$ cat src/rtl/fnd_scan_ctrl_pkg.sv
// -----------------------------------------------------------------------------
// fnd_pkg
// Shared constants, FSM state type and the double-dabble nibble adjust helper
// for the 4-digit FND scan front end.
//
// Contents:
//   NUM_DIGITS  number of displayed decimal digits
//   MAX_VALUE   largest value that fits on the display; larger inputs saturate
//   BIN_W       width of the binary input value
//   BCD_W       width of one BCD digit
//   state_e     converter FSM states
//   dd_adjust   add-3 correction applied to each BCD nibble before a shift
// -----------------------------------------------------------------------------
package fnd_pkg;

    localparam int unsigned NUM_DIGITS = 4;
    localparam int unsigned MAX_VALUE  = 9999;
    localparam int unsigned BIN_W      = 14;
    localparam int unsigned BCD_W      = 4;

    typedef enum logic {
        IDLE = 1'b0,
        CONV = 1'b1
    } state_e;

    // A nibble of 5 or more would exceed 9 once doubled; adding 3 first makes
    // the shift carry into the next decade instead.
    function automatic logic [BCD_W-1:0] dd_adjust(input logic [BCD_W-1:0] nib);
        return (nib >= 4'd5) ? nib + 4'd3 : nib;
    endfunction

endpackage

$ cat src/rtl/fnd_scan_ctrl_if.sv
// -----------------------------------------------------------------------------
// fnd_scan_if
// Bundles the value/load request and the scanned display outputs of
// fnd_scan_ctrl.
//
// Signals:
//   i_value        binary value to display (driven by master)
//   i_load         capture request (driven by master)
//   o_busy         conversion in progress
//   o_overflow     last accepted value exceeded MAX_VALUE
//   o_digitSelect  active digit, 0 = least significant
//   o_bcd          BCD digit for o_digitSelect
//   o_en           digit enable, 0 blanks the digit
// Modports:
//   master  producer of values / consumer of the display outputs
//   slave   the scan controller itself
// -----------------------------------------------------------------------------
interface fnd_scan_if;
    import fnd_pkg::*;

    logic [BIN_W-1:0] i_value;
    logic             i_load;
    logic             o_busy;
    logic             o_overflow;
    logic [1:0]       o_digitSelect;
    logic [BCD_W-1:0] o_bcd;
    logic             o_en;

    modport master (
        output i_value,
        output i_load,
        input  o_busy,
        input  o_overflow,
        input  o_digitSelect,
        input  o_bcd,
        input  o_en
    );

    modport slave (
        input  i_value,
        input  i_load,
        output o_busy,
        output o_overflow,
        output o_digitSelect,
        output o_bcd,
        output o_en
    );

endinterface

$ cat src/rtl/fnd_scan_ctrl_bin2bcd_seq.sv
// -----------------------------------------------------------------------------
// bin2bcd_seq
// Iterative double-dabble converter: one add-3/shift step per clock, BIN_W
// steps per conversion.
//
// Ports:
//   clk    system clock, rising edge
//   reset  synchronous active-high reset; aborts a running conversion
//   start  begin a conversion of 'bin' (honoured only while idle)
//   bin    binary value, sampled with start
//   busy   high from the edge after start until the final step's edge
//   done   combinational, high during the cycle whose edge performs the last
//          step; 'bcd' is valid in that same cycle
//   bcd    four packed BCD digits, digit 0 in bits [3:0]
// -----------------------------------------------------------------------------
module bin2bcd_seq
    import fnd_pkg::*;
(
    input  logic                        clk,
    input  logic                        reset,
    input  logic                        start,
    input  logic [BIN_W-1:0]            bin,
    output logic                        busy,
    output logic                        done,
    output logic [NUM_DIGITS*BCD_W-1:0] bcd
);

    localparam int unsigned BCD_ALL_W = NUM_DIGITS * BCD_W;
    localparam int unsigned SR_W      = BCD_ALL_W + BIN_W;
    localparam int unsigned CNT_W     = $clog2(BIN_W);
    localparam logic [CNT_W-1:0] LAST_ITER = CNT_W'(BIN_W - 1);

    state_e           state_q, state_d;
    logic [SR_W-1:0]  shreg_q, shreg_d;
    logic [CNT_W-1:0] cnt_q, cnt_d;

    logic [SR_W-1:0]  adjusted;
    logic [SR_W-1:0]  stepped;

    // One double-dabble step: correct every BCD nibble, then shift the whole
    // {bcd, bin} register left by one.
    always_comb begin
        adjusted = shreg_q;
        for (int i = 0; i < NUM_DIGITS; i++) begin
            adjusted[BIN_W + i*BCD_W +: BCD_W] = dd_adjust(shreg_q[BIN_W + i*BCD_W +: BCD_W]);
        end
        stepped = adjusted << 1;
    end

    always_ff @(posedge clk) begin
        if (reset) begin
            state_q <= IDLE;
            shreg_q <= '0;
            cnt_q   <= '0;
        end else begin
            state_q <= state_d;
            shreg_q <= shreg_d;
            cnt_q   <= cnt_d;
        end
    end

    always_comb begin
        state_d = state_q;
        shreg_d = shreg_q;
        cnt_d   = cnt_q;
        done    = 1'b0;
        unique case (state_q)
            IDLE: begin
                if (start) begin
                    shreg_d = {{BCD_ALL_W{1'b0}}, bin};
                    cnt_d   = '0;
                    state_d = CONV;
                end
            end
            CONV: begin
                shreg_d = stepped;
                cnt_d   = cnt_q + 1'b1;
                if (cnt_q == LAST_ITER) begin
                    done    = 1'b1;
                    state_d = IDLE;
                end
            end
            default: state_d = IDLE;
        endcase
    end

    assign busy = (state_q == CONV);
    // Result of the step taking place on this edge, so the caller can commit
    // it on the same edge that ends the conversion.
    assign bcd  = stepped[SR_W-1 -: BCD_ALL_W];

endmodule

$ cat src/rtl/fnd_scan_ctrl.sv
// -----------------------------------------------------------------------------
// fnd_scan_ctrl
// Front end for the 4-digit FND path: saturates and converts a binary value to
// BCD, holds the digits in display registers and time-multiplexes them with
// leading-zero blanking onto a digit select / BCD value / enable triple.
//
// Parameters:
//   CLK_HZ   input clock frequency
//   SCAN_HZ  per-digit scan rate; CLK_HZ/SCAN_HZ must be at least 2
// Ports:
//   i_clk    system clock, rising edge
//   i_reset  synchronous active-high reset, priority over everything
//   bus      fnd_scan_if.slave: i_value/i_load in, o_busy/o_overflow and the
//            registered o_digitSelect/o_bcd/o_en out
// -----------------------------------------------------------------------------
module fnd_scan_ctrl
    import fnd_pkg::*;
#(
    parameter int unsigned CLK_HZ  = 100_000_000,
    parameter int unsigned SCAN_HZ = 1000
) (
    input  logic     i_clk,
    input  logic     i_reset,
    fnd_scan_if.slave bus
);

    localparam int unsigned DIV    = CLK_HZ / SCAN_HZ;
    localparam int unsigned TICK_W = (DIV > 2) ? $clog2(DIV) : 1;
    localparam logic [TICK_W-1:0] TICK_LAST = TICK_W'(DIV - 1);
    localparam logic [BIN_W-1:0]  SAT_VALUE = BIN_W'(MAX_VALUE);

    // ---------------------------------------------------------------------
    // Capture and conversion
    // ---------------------------------------------------------------------
    logic                               conv_busy;
    logic                               conv_done;
    logic [NUM_DIGITS*BCD_W-1:0]        conv_bcd;
    logic                               start;
    logic [BIN_W-1:0]                   sat_value;
    logic                               sat_flag;
    logic                               overflow_q;

    // A load seen while busy is dropped, not queued.
    assign start     = bus.i_load && !conv_busy;
    assign sat_flag  = (bus.i_value > SAT_VALUE);
    assign sat_value = sat_flag ? SAT_VALUE : bus.i_value;

    bin2bcd_seq u_bin2bcd (
        .clk   (i_clk),
        .reset (i_reset),
        .start (start),
        .bin   (sat_value),
        .busy  (conv_busy),
        .done  (conv_done),
        .bcd   (conv_bcd)
    );

    always_ff @(posedge i_clk) begin
        if (i_reset) begin
            overflow_q <= 1'b0;
        end else if (start) begin
            overflow_q <= sat_flag;
        end
    end

    // ---------------------------------------------------------------------
    // Display registers: all four digits replaced together on commit
    // ---------------------------------------------------------------------
    logic [NUM_DIGITS-1:0][BCD_W-1:0] digits_q;

    always_ff @(posedge i_clk) begin
        if (i_reset) begin
            digits_q <= '0;
        end else if (conv_done) begin
            digits_q <= conv_bcd;
        end
    end

    // ---------------------------------------------------------------------
    // Scan timing
    // ---------------------------------------------------------------------
    logic [TICK_W-1:0] tick_cnt_q;
    logic              tick;
    logic [1:0]        sel_q;

    assign tick = (tick_cnt_q == TICK_LAST);

    always_ff @(posedge i_clk) begin
        if (i_reset) begin
            tick_cnt_q <= '0;
            sel_q      <= 2'd0;
        end else begin
            tick_cnt_q <= tick ? '0 : tick_cnt_q + 1'b1;
            if (tick) begin
                sel_q <= sel_q + 2'd1;
            end
        end
    end

    // ---------------------------------------------------------------------
    // Blanking and output registers
    // ---------------------------------------------------------------------
    logic             en_next;
    logic [BCD_W-1:0] bcd_next;

    // Digit n is lit if it is digit 0 or any digit at or above it is nonzero.
    always_comb begin
        en_next  = (sel_q == 2'd0);
        bcd_next = digits_q[sel_q];
        for (int m = 0; m < NUM_DIGITS; m++) begin
            if (m >= int'(sel_q) && digits_q[m] != '0) begin
                en_next = 1'b1;
            end
        end
    end

    logic [1:0]       out_sel_q;
    logic [BCD_W-1:0] out_bcd_q;
    logic             out_en_q;

    // Registered every cycle from one select value, so the three outputs
    // always agree and fresh digits show up one cycle after a commit.
    always_ff @(posedge i_clk) begin
        if (i_reset) begin
            out_sel_q <= 2'd0;
            out_bcd_q <= '0;
            out_en_q  <= 1'b1;
        end else begin
            out_sel_q <= sel_q;
            out_bcd_q <= bcd_next;
            out_en_q  <= en_next;
        end
    end

    assign bus.o_busy        = conv_busy;
    assign bus.o_overflow    = overflow_q;
    assign bus.o_digitSelect = out_sel_q;
    assign bus.o_bcd         = out_bcd_q;
    assign bus.o_en          = out_en_q;

endmodule
$ cat src/flat_wrapper.sv
// flat-port wrapper written by rule: the top's interface ports become plain ports
module fnd_scan_ctrl_flat import fnd_pkg::*;
#(
    parameter int unsigned CLK_HZ  = 100_000_000,
    parameter int unsigned SCAN_HZ = 1000
)
  (i_clk, i_reset, bus_i_value, bus_i_load, bus_o_busy, bus_o_overflow, bus_o_digitSelect, bus_o_bcd, bus_o_en);
  fnd_scan_if bus_i ();
  input  logic i_clk;
  input  logic i_reset;
  input wire logic [$bits(bus_i.i_value)-1:0] bus_i_value;
  input wire logic [$bits(bus_i.i_load)-1:0] bus_i_load;
  output wire logic [$bits(bus_i.o_busy)-1:0] bus_o_busy;
  output wire logic [$bits(bus_i.o_overflow)-1:0] bus_o_overflow;
  output wire logic [$bits(bus_i.o_digitSelect)-1:0] bus_o_digitSelect;
  output wire logic [$bits(bus_i.o_bcd)-1:0] bus_o_bcd;
  output wire logic [$bits(bus_i.o_en)-1:0] bus_o_en;
  assign bus_i.i_value = bus_i_value;
  assign bus_i.i_load = bus_i_load;
  assign bus_o_busy = bus_i.o_busy;
  assign bus_o_overflow = bus_i.o_overflow;
  assign bus_o_digitSelect = bus_i.o_digitSelect;
  assign bus_o_bcd = bus_i.o_bcd;
  assign bus_o_en = bus_i.o_en;
  fnd_scan_ctrl #(.CLK_HZ(CLK_HZ), .SCAN_HZ(SCAN_HZ)) u_core (.i_clk(i_clk), .i_reset(i_reset), .bus(bus_i));
endmodule
$ cat config.mk
export PLATFORM = sky130hd
export DESIGN_NAME = fnd_scan_ctrl_flat
export DESIGN_NICKNAME = d
export VERILOG_FILES = /design/src/rtl/fnd_scan_ctrl_pkg.sv /design/src/rtl/fnd_scan_ctrl_if.sv /design/src/rtl/fnd_scan_ctrl_bin2bcd_seq.sv /design/src/rtl/fnd_scan_ctrl.sv /design/src/flat_wrapper.sv
export SDC_FILE = /design/constraint.sdc
export NUM_CORES = 1
export LEC_CHECK = 0
export CORE_ASPECT_RATIO = 0.75
export CORE_MARGIN = 2
export CORE_UTILIZATION = 55
export CTS_BUF_LIST = sky130_fd_sc_hd__clkbuf_4 sky130_fd_sc_hd__clkbuf_8 sky130_fd_sc_hd__clkbuf_16
export DETAILED_ROUTE_END_ITERATION = 8
export HOLD_SLACK_MARGIN = 0.05
export PLACE_DENSITY = 0.8
export SLEW_MARGIN = 30
export SYNTH_ARGS = -nofsm -noshare
export SYNTH_HDL_FRONTEND = slang
export SYNTH_SLANG_ARGS = --single-unit
$ cat constraint.sdc
create_clock -name i_clk -period 1.9 [get_ports i_clk]
set_input_delay 0.38 -clock i_clk [delete_from_list [all_inputs] [get_ports i_clk]]
set_output_delay 0.38 -clock i_clk [all_outputs]
set_load 0.01 [all_outputs]
==> results of run 1 <==
-- power breakdown --
part	switching, uW	leakage, uW	total, uW	internal, uW
Combinational	119	0.000718	223	103
Clock	606	0.000123	1530	925
Sequential	24.7	0.000632	1690	1670
-- per-layer routing --
layer  vias to the layer above  part of all wire [%]
met5                         -                  0.38
met4                         2                   1.4
met3                        14                   6.6
met2                       101                    46
met1                      1402                    46
li1                       1492                     -
-- how the worst min path moves through the flow --
stage / from / to / slack [ns] / depth (start not counted)
3_5_place_dp: u_core.tick_cnt_q[0] / u_core.tick_cnt_q[0] / 0.44 / 1
5_1_grt: u_core.tick_cnt_q[0] / u_core.tick_cnt_q[0] / 0.50 / 1
2_1_floorplan: u_core.tick_cnt_q[0] / u_core.tick_cnt_q[0] / 0.42 / 1
6_report: u_core.tick_cnt_q[0] / u_core.tick_cnt_q[0] / 0.45 / 1
3_3_place_gp: u_core.tick_cnt_q[0] / u_core.tick_cnt_q[0] / 0.43 / 1
4_1_cts: u_core.tick_cnt_q[0] / u_core.tick_cnt_q[0] / 0.46 / 1
-- per-stage QoR --
step                      setup TNS, ns  worst slack [ns]
after floorplan                       0             0.272
after global placement          -0.0208           -0.0208
after detailed placement        -0.0650           -0.0334
after CTS                             0            0.0763
after global routing                  0            0.0580
final                                 0            0.0810
-- state kept, by name, summed over array words and instances (netlist names) --
register / flops
u_core.bus.o_digitSelect: 2
u_core.bus.o_bcd: 4
u_core.tick_cnt_q: 17
u_core.digits_q: 16
u_core.bus.o_en: 1
u_core.u_bin2bcd.busy: 1
u_core.bus.o_overflow: 1
u_core.u_bin2bcd.shreg_q: 30
u_core.u_bin2bcd.cnt_q: 4
u_core.sel_q: 2
-- cell usage after synthesis (all sizes together), types with 6 or more instances --
| master | n | share of area [%] |
|---|---|---|
| nor2 | 56 | 5.8 |
| nand3 | 9 | 1.2 |
| a311oi | 6 | 1.4 |
| nand4 | 6 | 1.0 |
| clkbuf | 18 | 1.9 |
| o32ai | 8 | 1.9 |
| o21ai | 20 | 2.8 |
| nor4 | 8 | 1.4 |
| mux2 | 6 | 1.9 |
| nand2 | 13 | 1.3 |
| nor3b | 8 | 1.7 |
| nor3 | 13 | 1.9 |
| nor2b | 13 | 2.2 |
| nand2b | 14 | 2.4 |
| mux2i | 9 | 2.5 |
| xnor2 | 15 | 3.6 |
| a21oi | 19 | 2.6 |
| buf | 6 | 0.96 |
| o22ai | 8 | 1.4 |
| ha | 14 | 4.8 |
| inv | 19 | 2.0 |
| dfxtp | 78 | 43 |
-- logic make-up after synthesis --
logic type / after synthesis
compound gates: 78
xor+xnor: 19
fa+ha+maj: 14
buf+inv: 43
flops: 78
mux: 19
simple gates: 154
-- cells in the final DEF, fill, tap and decap left out, types with 14 or more instances in the layout --
cell,instances
inv_1,19
a21oi_1,19
nor2_1,56
clkdlybuf4s50_1,24
o21ai_0,20
ha_1,14
xnor2_1,15
dfxtp_1,77
nand2b_1,14
-- critical path, stage by stage, from the launching register on --
cell	delay, ns
dfxtp_1	0.35
or4_1	0.54
nor3_2	0.17
and4_1	0.32
mux2_1	0.33
-- layout make-up --
| class | count | share of cell area (%) |
|---|---|---|
| tap | 81 | 2.40 |
| inverter | 19 | 1.69 |
| sequential | 78 | 36.9 |
| multi-input combinational | 284 | 44.9 |
| timing repair buffer | 38 | 8.10 |
| clock buffer | 11 | 3.43 |
| clock inverter | 5 | 2.51 |
==> reports/qor.txt, run 1 <==
Warnings, synthesis - 0
Final Hold Viols - 0
Remaining DRCs - 0
worst rel slew slack - 59.1%
clock skew - 0.00985 ns
drt wl/cell - 15.6 um
routed vias/inst - 5.84
worst-margin pin slew - 0.614 ns
worst r2r src - u_core.tick_cnt_q[11]
crit path kind - flip-flop to flip-flop
port buffer count - 25
Synth cell types - 46
Yosys reg bits - 78
crit-path max FO - 4
met1 Use GR - 28.6%
RSZ-0062 raised after global routing - no
Tot GR Track Use - 23.1%
fin crit period - 1.82 ns
overall power - 3450 uW
io pins - 26
die area - 0.00728 mm^2
Fin Hold WS - 0.450 ns
initial antenna violation count - 0
Mapped Avg Cell Area - 8.98 um^2
Final period util - 95.7%
Max Cap Viol - 0
Max Fclk - 0.550 GHz
Setup violations, final - 0
Adder-Cell Fraction of Synth Area - 4.82%
FFs w/ async S/R, synth - 0%
Synth Net Count - 436
Cell Pwr Density - 815 mW/mm^2
CTS Hold Bufs - 0
DRT antenna net count - 0
CTS tree - done
post-synthesis mux area share - 6.81%
Final Util - 66.6%
Nets - 461
Worst R2R Path Depth - 4
Worst-Skew Late Latency - 0.35 ns
CP endpoint - u_core.sel_q[0]
vias in the first global route - 2798
Most Crowded Layer GR - met2
Synth Area in XOR/XNOR - 4.58%
Area growth, synth to finish - 16.3%
grt ovf - 0
H-Tree Depth - 3
CP startpoint kind - flip-flop
r2r endpoint - u_core.sel_q[0]
Max VDD drop - 0.466 mV
largest family of logic cells by synthesized area - simple AND/OR/NAND/NOR gates
simple-gate portion of the synthesized area - 21.8%
Placed Area - 0.00398 mm^2
Multi-input gate area - 0.00190 mm^2
Crit. End Element - flip-flop
met2 Track Usage GR - 38.2%
EDFF count, synth - 0
die height - 74.4 um
setup bufs post-CTS - 0
Max Slew Vio Count - 0
Clock Sinks - 78
fillers - 495
Final Non-Filler Cells - 516
synthesized area - 0.00364 mm^2
cts bufs inserted - 9
Row Count - 25
layout cells sized above 1 - 10.3%
met3 Usage GRT - 7.14%
DRT iter0 DRCs - 159
Vias - 3011
hpwl dp - 5.61 mm
r2r setup slk - 0.08 ns
Die W - 97.9 um
Worst EP arrival - 2.06 ns
Clock Pin Slew Worst Setup and Hold Paths - 0.08 ns
RD Place Congestion - 0.853
Synth Area in Compound Gates - 14.3%
Post-synth top flop - dfxtp_1
CORE AREA - 0.00635 mm^2
Post-Syn Instances - 405
final wirelength - 8.06 mm
Resized Gates After CTS - 0
status - finished, final reports clean
register area share after synthesis - 42.9%
drt pass-1 iters - 5
Critical Path RT - 2.15 ns
min-delay worst type - flip-flop to flip-flop
placed instance count - 500
post-route cell area - 0.00423 mm^2
CTS Buffer Depth - 2
leakage - 0.00147 uW
Initial Util - 57.3%
# diodes - 0
largest net degree at the start of global routing - 38
CTS root buffer - clkbuf_8
Critical Path Start - u_core.tick_cnt_q[11]
Register Area - 0.00156 mm^2
first-pass GRT wire length - 13.3 mm
Power figures use the tool's default switching activity.
==> run 2, diff against run 1 <==
CORE_UTILIZATION = 30   (was 55)
CTS_CLUSTER_DIAMETER = 80   (was unset)
PLACE_DENSITY = 0.51   (was 0.8)
SLEW_MARGIN = unset   (was 30)
==> run 2 against run 1 <==
  * Clock skew shrank 0.0023 ns
  * Critical path depth down 3
  * Setup slack improved by 0.012 ns
  * Hold slack better by 0.0035 ns
  * Combinational power hardly changed
  * Total power is 14% higher
  * First-iteration DRC count down 66%
  * Final cell count up 15%
  * Flip-flop and latch count did not move
  * Sequential share of layout area decreased by 1.7 points
  * Critical path type is now flip-flop to output pin
  * Largest cell class unchanged
==> reports/qor.txt, run 2 (synthesis gave the netlist of run 1 again) <==
max incr delay on CP - 0.60 ns (+0.06 ns)
Max Slew Vio Count - 0 (unchanged)
Clk network pwr share - 51.3% (+6.9 points)
grt ovf - 0 (unchanged)
RD Place Congestion - 0.786 (-7.8%)
Setup violations, final - 0 (unchanged)
setup ws final - 0.0930 ns (+0.0119 ns)
leakage - 0.00152 uW (+3.0%)
Die W - 131 um (+34%)
max reg flops - 30 (unchanged)
crit-path max FO - 16 (+12)
setup_tns - 0 ns (unchanged)
Switching Share - 19.8% (-2.0 points)
vias in the first global route - 2772 (-0.93%)
final wirelength - 8.21 mm (+1.8%)
Row Count - 34 (+36%)
DRT iter0 DRCs - 54 (-66%)
Worst R2R Path Depth - 4 (unchanged)
hold path depth - 1 (unchanged)
Hold Startpoint - u_core.tick_cnt_q[0]
CORE AREA - 0.0117 mm^2 (+84%)
status - finished, final reports clean
cell family with most CP delay - buffers and inverters
CTS Hold Bufs - 0 (unchanged)
layout cells sized above 1 - 9.72% (-0.62 points)
worst-margin pin slew - 0.651 ns (+0.0370 ns)
Final period util - 95.1% (-0.63 points)
worst rel slew slack - 56.5% (-2.6 points)
CTS Buffer Depth - 2 (unchanged)
Cell Pwr Density - 887 mW/mm^2 (+8.9%)
Worst-Skew Late Latency - 0.33 ns (-0.02 ns)
Pint - 3160 uW (+17%)
dpl ws - 0.0155 ns (+0.0489 ns)
Reg with most FFs - u_core.u_bin2bcd.shreg_q
die area - 0.0130 mm^2 (+79%)
Nets - 458 (-0.65%)
CTS root buffer - clkbuf_16
setup bufs post-CTS - 0 (unchanged)
initial antenna violation count - 0 (unchanged)
largest net degree at the start of global routing - 50 (+32%)
Max VDD drop - 0.495 mV (+6.2%)
NetSw - 779 uW (+3.8%)
CTS tree - done
Crit. End Element - output pin
Critical Path RT - 1.52 ns (-0.63 ns)
cts bufs inserted - 9 (unchanged)
drt wl/cell - 13.8 um (-12%)
DRT antenna net count - 0 (unchanged)
CP Cell Sequence - clkdlybuf4s50_1
worst hold endpoint - u_core.tick_cnt_q[0]
# diodes - 0 (unchanged)
RSZ-0062 raised after global routing - no
Resized Gates After CTS - 0 (unchanged)
hpwl dp - 5.67 mm (+1.1%)
Final Hold Viols - 0 (unchanged)
Critical Path Slowest Stage Cell - clkdlybuf4s50_1
Area growth, synth to finish - 22.1%
combinational share of power - 5.6% (-0.9 points)
Max Cap Viol - 0 (unchanged)
port buffer count - 25 (unchanged)
crit path kind - flip-flop to output pin
die height - 99.3 um (+33%)
fin crit period - 1.81 ns (-0.0119 ns)
drt pass-1 iters - 4 (-1)
first-pass GRT wire length - 14.0 mm (+6.0%)
WP buf/inv - 1 (+1)
Clock Pin Slew Worst Setup and Hold Paths - 0.05 ns (-0.03 ns)
Max Fclk - 0.553 GHz (+0.66%)
Clock Sinks - 78 (unchanged)
r2r setup slk - 0.15 ns (+0.07 ns)
Worst EP arrival - 1.43 ns (-0.63 ns)
io pins - 26 (unchanged)
largest registers - u_core.u_bin2bcd.shreg_q: 30 flops, u_core.tick_cnt_q: 17 flops, u_core.digits_q: 16 flops
Initial Util - 31.1% (-26 points)
CP Depth - 1 (-3)
worst r2r src - u_core.tick_cnt_q[11]
Tot GR Track Use - 13.4% (-9.7 points)
min-delay worst type - flip-flop to flip-flop
most common library cell in the layout ignoring fill and taps - dfxtp_1
Vias - 2866 (-4.8%)
most frequent cells in the layout - dfxtp_1 (77), nor2_1 (56), clkdlybuf4s50_1 (24)
clock skew - 0.00755 ns (-0.00231 ns)
r2r endpoint - u_core.sel_q[1]
H-Tree Depth - 3 (unchanged)
routed vias/inst - 4.82 (-17%)
CP startpoint kind - flip-flop
Seq pwr share - 43.1% (-6.0 points)
Remaining DRCs - 0 (unchanged)
==> run 2: metrics by stage <==
| stage | area [um^2] | total power (uW) | hold WS (ns) | std cells | util (%) |
|---|---|---|---|---|---|
| detailed placement | 4080 | 1960 | 0.458 | 578 | 34.9 |
| global placement | 4080 | 1960 | 0.428 | 578 | 34.9 |
| CTS | 4440 | 3990 | 0.464 | 594 | 38.0 |
| floorplan | 3640 | 1860 | 0.417 | 405 | - |
| global route | 4440 | 4090 | 0.484 | 594 | 38.0 |
| finish | 4440 | 3940 | 0.454 | 594 | 38.0 |
==> run 2: worst max path at each step <==
stage / start / end
after floorplan: u_core.tick_cnt_q[11] / u_core.sel_q[0]
final: u_core.u_bin2bcd.busy / bus_o_busy
after global routing: u_core.u_bin2bcd.busy / bus_o_busy
after global placement: bus_i_value[6] / u_core.u_bin2bcd.shreg_q[1]
after detailed placement: bus_i_value[6] / u_core.u_bin2bcd.shreg_q[2]
after CTS: u_core.u_bin2bcd.busy / bus_o_busy
==> run 2: layout make-up <==
class / instances / area, um^2
Fill cell: 1189 / 7260
Clock buffer: 13 / 268
Multi-Input combinational cell: 284 / 1900
Inverter: 19 / 71.3
Clock inverter: 3 / 90.1
Sequential cell: 78 / 1560
Timing Repair Buffer: 35 / 345
Tap cell: 162 / 203
==> run 2: power groups by stage <==
stage / clock network [uW] / logic [uW] / registers [uW]
floorplan: 0 / 141 / 1720
global placement: 0 / 222 / 1730
detailed placement: 0 / 223 / 1730
CTS: 2070 / 224 / 1700
global route: 2140 / 248 / 1700
finish: 2020 / 222 / 1700
==> run 2: routing by layer <==
layer	global-route usage [%]	vias up	part of all wire [%]
li1	-	1483	-
met5	0	-	0
met1	18.5	1333	53
met3	3.67	8	4.0
met4	3.51	0	0.78
met2	20.8	42	42
==> run 2: worst reg2reg max path, stage by stage, from the launching register on <==
cell and delay, ns:
dfxtp_1 0.34, or4_1 0.54, nor3_2 0.15, and4_1 0.27, mux2_1 0.34
==> run 3, diff against run 2 <==
SYNTH_HIERARCHICAL = 1   (was unset)
==> run 3 against run 2 <==
  * Flip-flop and latch count did not move
  * Clock-buffer cell count down 2
  * Total power down 6.7%
  * Hold slack worse by 0.013 ns
  * Synthesized cell count increased by 7.2%
  * Clock power fell by 16%
  * Maximum frequency increased by 6.9%
  * Highest routed layer unchanged
==> reports/qor.txt, run 3 <==
Worst EP arrival - 1.91 ns (+0.48 ns)
Warnings, synthesis - 6 (+6)
Remaining DRCs - 0 (unchanged)
Post-Syn Instances - 434 (+7.2%)
setup bufs post-CTS - 0 (unchanged)
hpwl dp - 5.49 mm (-3.2%)
top-count cell post-synth - dfxtp_1
EDFF count, synth - 0 (unchanged)
fillers - 1306 (+9.8%)
crit-path max FO - 4 (-12)
Reg with most FFs - u_core/u_bin2bcd/shreg_q
Tot GR Track Use - 11.5% (-1.9 points)
Synth area leaders - dfxtp_1 (39%), mux2i_1 (10%), nor2_1 (7.2%)
synthesized area - 0.00397 mm^2 (+9.3%)
Nets - 479 (+4.6%)
setup_tns - 0 ns (unchanged)
Final period util - 88.9% (-6.2 points)
Critical Path Slowest Stage Cell - clkdlybuf4s50_1
Register Area - 0.00156 mm^2 (about the same)
Worst R2R Path Depth - 5 (+1)
status - finished, final reports clean
worst r2r src - u_core/tick_cnt_q[0]
die height - 104 um (+4.3%)
Max Fclk - 0.592 GHz (+6.9%)
largest registers - u_core/u_bin2bcd/shreg_q: 30 flops, u_core/tick_cnt_q: 17 flops, u_core/digits_q: 16 flops
crit path kind - input pin to flip-flop
leakage - 0.00172 uW (+14%)
Max Slew Vio Count - 0 (unchanged)
Vias - 2903 (+1.3%)
H-Tree Depth - 3 (unchanged)
largest family of logic cells by synthesized area - simple AND/OR/NAND/NOR gates
FFs w/ async S/R, synth - 0% (unchanged)
Hold Startpoint - i_reset
cts bufs inserted - 9 (unchanged)
Max VDD drop - 0.409 mV (-17%)
Die W - 137 um (+4.4%)
Synth Area in XOR/XNOR - 4.19% (-0.39 points)
most common library cell in the layout ignoring fill and taps - dfxtp_1
DRT iter0 DRCs - 149 (+180%)
worst rel slew slack - 64.7% (+8.3 points)
Worst-Skew Late Latency - 0.33 ns (about the same)
Yosys reg bits - 78 (unchanged)
first-pass GRT wire length - 13.1 mm (-6.8%)
r2r endpoint - u_core/tick_cnt_q[10]
initial antenna violation count - 0 (unchanged)
r2r setup slk - 0.31 ns (+0.16 ns)
Yosys top cell area share - 39.3% (-3.6 points)
CTS root buffer - clkbuf_16
most frequent cells in the layout - dfxtp_1 (78), nor2_1 (76), mux2i_1 (40)
min-delay worst type - input pin to flip-flop
Adder-Cell Fraction of Synth Area - 4.41% (-0.41 points)
Multi-input gate area - 0.00211 mm^2 (+11%)
# diodes - 0 (unchanged)
clock skew - 0.00477 ns (-0.00277 ns)
Critical Path RT - 2.12 ns (+0.60 ns)
io pins - 26 (unchanged)
drt wl/cell - 12.2 um (-12%)
Placed Area - 0.00434 mm^2 (+6.3%)
Most common cell on crit path - nor2_1
Max Cap Viol - 0 (unchanged)
CTS Hold Bufs - 0 (unchanged)
routed vias/inst - 4.66 (-3.4%)
worst-margin pin slew - 0.527 ns (-0.124 ns)
Initial Util - 30.6% (-0.46 points)
Row Count - 36 (+5.9%)
largest net degree at the start of global routing - 36 (-28%)
fin crit period - 1.69 ns (-0.117 ns)
grt ovf - 0 (unchanged)
layout cells sized above 1 - 11.5% (+1.8 points)
worst hold endpoint - u_core/bus.o_digitSelect[0]
Mapped Avg Cell Area - 9.15 um^2 (+2.0%)
Area growth, synth to finish - 17.7%
hold path depth - 2 (+1)
RD Place Congestion - 0.772 (-1.7%)
Crit. End Element - flip-flop
die area - 0.0142 mm^2 (+8.9%)
post-route cell area - 0.00467 mm^2 (+5.3%)
Final Hold Viols - 0 (unchanged)
drt pass-1 iters - 5 (+1)
Final Util - 36.0% (-1.9 points)
max incr delay on CP - 0.47 ns (-0.13 ns)
Cell Pwr Density - 786 mW/mm^2 (-11%)
Synth cell types - 46 (unchanged)
Synth Net Count - 465 (+6.7%)
Final Non-Filler Cells - 623 (+4.9%)
largest area contributor in the netlist - dfxtp_1
post-synthesis mux area share - 12.3% (+5.5 points)
max reg flops - 30 (unchanged)
CP startpoint kind - input pin
final wirelength - 7.59 mm (-7.6%)
Synth Area in Compound Gates - 9.64% (-4.6 points)
CTS tree - done
vias in the first global route - 2783 (+0.40%)
CP Cell Sequence - clkdlybuf4s50_1 > nand3_1 > nor2_1 > o31ai_4 > buf_2 > and2_1 > mux2i_1 > nor2_1 > a21oi_1 > nor2_1
Post-synth top flop - dfxtp_1
Setup violations, final - 0 (unchanged)
Clock Sinks - 78 (unchanged)
RSZ-0062 raised after global routing - no
overall power - 3680 uW (-6.7%)
placed instance count - 607 (+5.0%)
CTS Buffer Depth - 2 (unchanged)
DRT antenna net count - 0 (unchanged)
register area share after synthesis - 39.3% (-3.6 points)
simple-gate portion of the synthesized area - 22.0% (+0.20 points)
Clock Pin Slew Worst Setup and Hold Paths - 0.06 ns (about the same)
CORE AREA - 0.0130 mm^2 (+11%)
synth cell count leaders - dfxtp_1 (78), nor2_1 (76), mux2i_1 (40)
port buffer count - 25 (unchanged)
-- run 3: cell count changes in the layout (fill, tap and decap cells not counted), moves of 6 or more --
cell	change
a32o_1	+7
nor2b_1	-7
mux2i_1	+31
a311oi_1	-6
nor2_1	+20
o32ai_1	-8
o21ai_0	-11
o22ai_1	-8
-- run 3: logic make-up after synthesis --
logic type | Yosys count
buffers and inverters | 57
XOR/XNOR | 19
flip-flops | 78
multiplexers | 44
AND/OR/NAND/NOR | 168
adder cells (fa/ha/maj) | 14
AO/OA/AOI/OAI | 54
-- run 3: worst max-delay path by stage --
stage | from | endpoint | slack, ns | cells after the start
detailed placement | bus_i_value[6] | u_core/u_bin2bcd/shreg_q[2] | -0.35 | 10
global route | bus_i_value[9] | u_core/u_bin2bcd/shreg_q[6] | 0.1 | 10
finish | bus_i_value[9] | u_core/u_bin2bcd/shreg_q[4] | 0.21 | 10
global placement | bus_i_value[6] | u_core/u_bin2bcd/shreg_q[1] | -0.24 | 10
floorplan | bus_i_value[6] | u_core/u_bin2bcd/shreg_q[2] | 0.21 | 9
CTS | bus_i_value[6] | u_core/u_bin2bcd/shreg_q[2] | 0.04 | 10
-- run 3: what timing repair did --
item                                    4_1_cts  5_1_grt
endpoints found under the setup margin        1       10
pin swaps                                     0        3
gates cloned                                  0        1
resized for setup                             1        9
-- run 3: layer usage --
layer,track usage (%),part of all wire (%)
met3,3.23,3.0
met4,4.64,1.5
met1,15.4,51
met2,17.4,44
met5,0,0
-- run 3: cell type report --
| cell class | count | share of cell area [%] |
|---|---|---|
| multi-input combinational | 299 | 45.1 |
| clock inverter | 4 | 1.02 |
| tap | 171 | 4.58 |
| sequential | 78 | 33.4 |
| clock buffer | 11 | 5.27 |
| timing repair buffer | 43 | 9.26 |
| inverter | 17 | 1.37 |
-- run 3: per-stage QoR --
step           hold WS (ns)  worst slack [ns]
6_report              0.441             0.210
3_3_place_gp          0.466            -0.245
2_1_floorplan         0.452             0.206
3_5_place_dp          0.474            -0.352
4_1_cts               0.440            0.0435
5_1_grt               0.475            0.0981
-- run 3: worst max-delay path: cells and delay by family --
family | cells | cell delay (ns)
buf+inv | 2 | 0.63
simple gates | 5 | 0.54
mux | 1 | 0.13
compound gates | 2 | 0.24
-- run 3: power breakdown --
| part | internal [uW] | switching (uW) | total (uW) |
|---|---|---|---|
| registers | 1670 | 21.7 | 1690 |
| clock network | 1050 | 632 | 1690 |
| logic | 138 | 161 | 298 |
